**config.mk**
```make
export PLATFORM = sky130hd
export DESIGN_NAME = debounce_bank
export DESIGN_NICKNAME = d
export VERILOG_FILES = /design/src/rtl/debounce_bank.sv
export SDC_FILE = /design/constraint.sdc
export NUM_CORES = 1
export LEC_CHECK = 0
export ABC_AREA = 1
export CAP_MARGIN = 20
export CORE_MARGIN = 3
export CORE_UTILIZATION = 60
export DETAILED_ROUTE_END_ITERATION = 12
export PLACE_DENSITY = 0.85
export SETUP_SLACK_MARGIN = 0.15
export SYNTH_ARGS = -nofsm -noshare
export SYNTH_HDL_FRONTEND = slang
export SYNTH_SLANG_ARGS = --single-unit
```
**constraint.sdc**
```tcl
create_clock -name clk25 -period 6.4 [get_ports clk25]
set_clock_uncertainty 0.1 [all_clocks]
set_input_delay 1.28 -clock clk25 [delete_from_list [all_inputs] [get_ports clk25]]
set_output_delay 1.28 -clock clk25 [all_outputs]
set_load 0.01 [all_outputs]
```
**src/rtl/debounce_bank.sv**
```systemverilog
// N_CH-channel pushbutton conditioner: 2-flop sync, saturating stability counter, registered level plus press/release pulses.
// Optional auto-repeat of press_p while held is enabled by defining DEBOUNCE_REPEAT_EN.
module debounce_bank #(
    parameter int N_CH          = 4,
    parameter int STABILITY     = 130_000,
    parameter int ACTIVE_LOW    = 0,
    parameter int REPEAT_DELAY  = 12_600_000,
    parameter int REPEAT_PERIOD = 2_520_000
) (
    input  logic            clk25,
    input  logic            reset,
    input  logic [N_CH-1:0] button_in,
    output logic [N_CH-1:0] button_out,
    output logic [N_CH-1:0] press_p,
    output logic [N_CH-1:0] release_p
);

    localparam int CW = $clog2(STABILITY + 1);

    if (STABILITY < 1 || REPEAT_DELAY < 1 || REPEAT_PERIOD < 1) begin : g_param_check
        $error("debounce_bank: STABILITY, REPEAT_DELAY and REPEAT_PERIOD must be >= 1");
    end

    logic [N_CH-1:0] lvl;
    logic [N_CH-1:0] sync_a;
    logic [N_CH-1:0] sync_b;
    logic [CW-1:0]   cnt [N_CH];
    logic [N_CH-1:0] accept;
    logic [N_CH-1:0] repeat_hit;

    assign lvl = (ACTIVE_LOW != 0) ? ~button_in : button_in;

    // A channel accepts once sync_b has been steady for STABILITY cycles and differs from the held level.
    always_comb begin
        accept = '0;
        for (int i = 0; i < N_CH; i++) begin
            accept[i] = (cnt[i] == CW'(STABILITY)) && (sync_b[i] != button_out[i]);
        end
    end

    always_ff @(posedge clk25) begin
        if (reset) begin
            sync_a     <= '0;
            sync_b     <= '0;
            button_out <= '0;
            press_p    <= '0;
            release_p  <= '0;
            for (int i = 0; i < N_CH; i++) begin
                cnt[i] <= '0;
            end
        end else begin
            sync_a    <= lvl;
            sync_b    <= sync_a;
            press_p   <= (accept & sync_b) | repeat_hit;
            release_p <= accept & ~sync_b;
            for (int i = 0; i < N_CH; i++) begin
                if (sync_a[i] != sync_b[i]) begin
                    cnt[i] <= '0;
                end else if (cnt[i] < CW'(STABILITY)) begin
                    cnt[i] <= cnt[i] + CW'(1);
                end
                if (accept[i]) begin
                    button_out[i] <= sync_b[i];
                end
            end
        end
    end

`ifdef DEBOUNCE_REPEAT_EN
    localparam int HMAX = (REPEAT_DELAY > REPEAT_PERIOD) ? REPEAT_DELAY : REPEAT_PERIOD;
    localparam int HW   = $clog2(HMAX + 1);

    logic [HW-1:0]   hcnt [N_CH];
    logic [N_CH-1:0] rep_phase;

    // A release being accepted this edge suppresses any repeat that would coincide with it.
    always_comb begin
        repeat_hit = '0;
        for (int i = 0; i < N_CH; i++) begin
            repeat_hit[i] = button_out[i] && !accept[i] &&
                            (hcnt[i] == (rep_phase[i] ? HW'(REPEAT_PERIOD - 1) : HW'(REPEAT_DELAY - 1)));
        end
    end

    always_ff @(posedge clk25) begin
        if (reset) begin
            rep_phase <= '0;
            for (int i = 0; i < N_CH; i++) begin
                hcnt[i] <= '0;
            end
        end else begin
            for (int i = 0; i < N_CH; i++) begin
                if (accept[i] && sync_b[i]) begin
                    hcnt[i]      <= '0;
                    rep_phase[i] <= 1'b0;
                end else if (button_out[i]) begin
                    if (repeat_hit[i]) begin
                        hcnt[i]      <= '0;
                        rep_phase[i] <= 1'b1;
                    end else begin
                        hcnt[i] <= hcnt[i] + HW'(1);
                    end
                end
            end
        end
    end
`else
    assign repeat_hit = '0;
`endif

endmodule

```
======== Word level (Yosys, flattened, before mapping) ========
Memories as Yosys holds them, arrays and structs flattened.
Index checks and enable logic that the tools add are counted.
operators by class
  div/mod/pow operators ................... 0
  $lt $le $gt $ge ......................... 4
  equality and inequality tests ........... 12
  reductions and logical operators ........ 4
  add/sub/neg operators ................... 4
  bitwise logic cells ..................... 11
  shift-type cells ........................ 0
  multiply operators ...................... 0
  mux-type cells .......................... 38
operators by type and width
  operator                                             count
  two-way mux 17 bit                                   8
  adder 17 x 1 -> 17 bit (second input constant)       4
  == test 17 bit (second input constant)               4
  less-than comparator 17 bit (second input constant)  4
  two-way mux 1 bit                                    30
  AND 4 bit                                            2
  inequality test 1 bit                                8
  bitwise OR 1 bit                                     8
  logical AND 1 bit                                    4
  NOT 4 bit                                            1
word-level totals
  memory bits (read-only) ................. 0
  bits of input ports ..................... 6
  bits in latches ......................... 0
  memory bits (writable) .................. 68
  register bits after elaboration ......... 20
  memories kept ........................... 1
  word-level logic and storage cells ...... 82
memory list
  name  depth  bits a word  rd ports  clocked after memory_dff  write ports  RTL line  source
  cnt   4      17           4         0                         4            27        logic [CW-1:0] cnt [N_CH];

======== Logic depth before layout (Yosys ltp) ========
An unclocked memory read counts as a cell.
  depth in word-level cells ............... 7
  gate-level depth with buffers ........... 9
  mapped depth without buffers ............ 9

======== Least setup slack after synthesis ========
OpenSTA, ideal clock, no wires.
  path kind ............................... input to register
  start ................................... in reset
  end ..................................... mem cnt[2][0] (netlist name), enable pin
  setup time .............................. 0.376 ns
  data arrival time ....................... 2.315 ns
  required time ........................... 5.924 ns
  stages on the path ...................... 7
  setup slack ............................. 3.609 ns
  cell sequence ........................... inv_2 > buf_6 > nand2_1 > nor2_2 > nand2_4 > buf_12 > nand3_1
RTL lines
  element          RTL line  source
  start, declared  11        input logic reset,
  end, declared    27

==> impl_metrics.ini <==
[drt]
drtPass1Iterations = 5
drt_iter0_drc = 203
vias_per_cell = 5.44
num_vias = 4105
antenna_left = 0
routedWlPerCell_um = 13.3
drt-total-wl_mm = 10.0
route.detailed.drc = 0

[global_routing]
grt_max_degree = 18
antenna_found_initial = 0
first_global_vias = 3884
track_usage_pct = 21.9
grt_overflow = 0
grt_first_pass_wirelength_mm = 17.4

[sta]
fmax_mhz = 279
min_period_ps = 3580
period_share_pct = 55.9
hold_viol_final = 0
slew_violations = 0
setup_viol = 0
tns_ps = 0
max-slew-margin-rel_pct = 44.2
worst_slack_ps = 2820
rsz0062_at_grt = false
timing_worst_slew_pin_value_ps = 834

[pwr]
max-vdd-ir-drop_uv = 131
pwr_density_cell_nw_per_um2 = 206
clkPwrFrac_pct = 35.8
p_leak_nw = 1.99
p_comb_share_pct = 6.3
cellInternalPower_mw = 0.861
pwr-share-seq_pct = 57.9
switching_share_pct = 23.7
total_power_mw = 1.13
p_sw_mw = 0.267

[final_layout]
areaGrowthSynthToFinish_pct = 8.70
fin_util_pct = 69.0
layout-drive-gt1-share_pct = 7.96
final_nets = 662
fillCellCount = 636
insertedDiodeCount = 0
fin_area_um2 = 5470

[cts]
cts_buffer_depth = 2
cts_resized = 0
htreeDepth = 3
cts_buffers = 9
cts_hold_buf = 0
root_buffer = clkbuf_8
cts_sinks = 88
clkSlewWorstSetupHoldPaths_ps = 90
clock_latency_ps = 360
post_cts.repair.setup_buffers = 0
tritoncts = done

[logic_synthesis]
yosys_warnings = 0
synthCells = 626
synth_top_area_cell = edfxtp_1
ys_seq_area_share_pct = 48.5
syn_nets = 640
synth_cell_types = 28
synthTopCellsByArea = edfxtp_1, nand2_1, nor2_1, dfxtp_1, inv_1
synth_seq_cells = 88
syn_area_per_cell_um2 = 8.04
synth_top_area_share_pct = 40.6
syn_area_um2 = 5030

[place]
placedInstanceArea_um2 = 5260
globalplace.congestion = 0.904
io_buffers = 17
place.detailed.hpwl_mm = 7.06
dp_slack_ps = 2460

[floorplanning]
start_util_pct = 63.5
core_area_um2 = 7930
fp-row-count = 32
die_w_um = 97.6
die_h_um = 97.6
ioPinCount = 18
dieArea_um2 = 9520

[worst_setup_path]
end_kind = register
crit_path_max_fanout = 17
crit_chain = clkdlybuf4s50_1 -> inv_2 -> nand2_1 -> nor2_2 -> nand2_4 -> nand3_1
cp.arrival_ps = 3360
cp_slowest_cell = clkdlybuf4s50_1
cpPeakStageDelay_ps = 810
path_class = in -> reg
critPathRequiredTime_ps = 6180
startpoint_type = primary input

[hold_path]
hp-class = reg -> reg

[status]
status = complete, no violations

[flow_run]
drv_cap = 0
-- critical path, delay by kind of cell --
| family | cells | cell delay (ps) |
|---|---|---|
| AND/OR/NAND/NOR | 4 | 1040 |
| buffers and inverters | 2 | 1030 |
-- worst paths after layout --
check        cells after the start               startpoint                        to  slack [ps]
max                              6                    reset  cnt[2][14]$_SDFFCE_PN0P_        2820
min                              2     sync_a[0]$_SDFF_PP0_      sync_b[0]$_SDFF_PP0_         350
max reg2reg                      5  cnt[2][8]$_SDFFCE_PN0P_  cnt[2][14]$_SDFFCE_PN0P_        3980
min reg2reg                      2     sync_a[0]$_SDFF_PP0_      sync_b[0]$_SDFF_PP0_         350
-- cell type report --
cell class	instances	area, um2	area share [%]
sequential	88	2440	44.7
clock buffer	12	156	2.86
clock inverter	4	52.6	0.961
timing repair buffer	17	170	3.11
inverter	86	323	5.90
tap	102	128	2.33
multi-input combinational	446	2200	40.2
-- routing by layer --
layer | track usage [%] | share of wire [%]
met5 | 0 | 0
met4 | 9.27 | 2.0
met3 | 2.94 | 4.1
met2 | 36.1 | 49
met1 | 29.0 | 45
-- registers in the layout, indices dropped and copies added (netlist names) --
signal      flops
cnt            68
sync_a          4
button_out      4
sync_b          4
press_p         4
release_p       4
-- synth_stat cells, drive strengths merged --
master / count
dfxtp: 20
xor2: 19
nor2: 141
o21bai: 1
edfxtp: 68
a21oi: 27
nand4: 20
clkbuf: 1
nor3: 5
buf: 5
xnor2: 11
or2: 2
nand2: 156
nand3: 44
inv: 86
nand3b: 1
o21ai: 11
ha: 8
-- kinds of logic after synthesis --
logic type,share of synthesized area [%]
AND/OR/NAND/NOR,32.4
buffers and inverters,7.78
adder cells (fa/ha/maj),1.99
flip-flops,48.5
AO/OA/AOI/OAI,4.08
XOR/XNOR,5.22
-- cell usage in the layout (no fill, tap or decap), types with 2 or more instances in the layout --
cell               n
a21oi_1           25
a21oi_2            2
clkbuf_1           2
clkbuf_8           9
clkdlybuf4s50_1   17
clkinv_4           2
dfxtp_1           20
edfxtp_1          68
ha_1               8
inv_1             83
inv_2              3
nand2_1          150
nand2_2            2
nand2_4            4
nand3_1           44
nand4_1           19
nor2_1           116
nor2_2            21
nor2_4             4
nor3_1             5
o21ai_0            9
o21ai_1            2
xnor2_1           11
xor2_1            19
-- power by group through the flow --
stage	Sequential [mW]	Combinational, mW	Clock (mW)
floorplan	0.659	0.0589	0
global placement	0.663	0.0665	0
detailed placement	0.665	0.0699	0
CTS	0.652	0.0709	0.409
global route	0.656	0.0811	0.433
finish	0.653	0.0707	0.404
-- metrics by stage --
stage	cells	hold slack, ps
2_1_floorplan	626	316
3_3_place_gp	739	324
3_5_place_dp	739	336
4_1_cts	755	352
5_1_grt	755	401
6_report	755	352
Power figures use the tool's default switching activity.
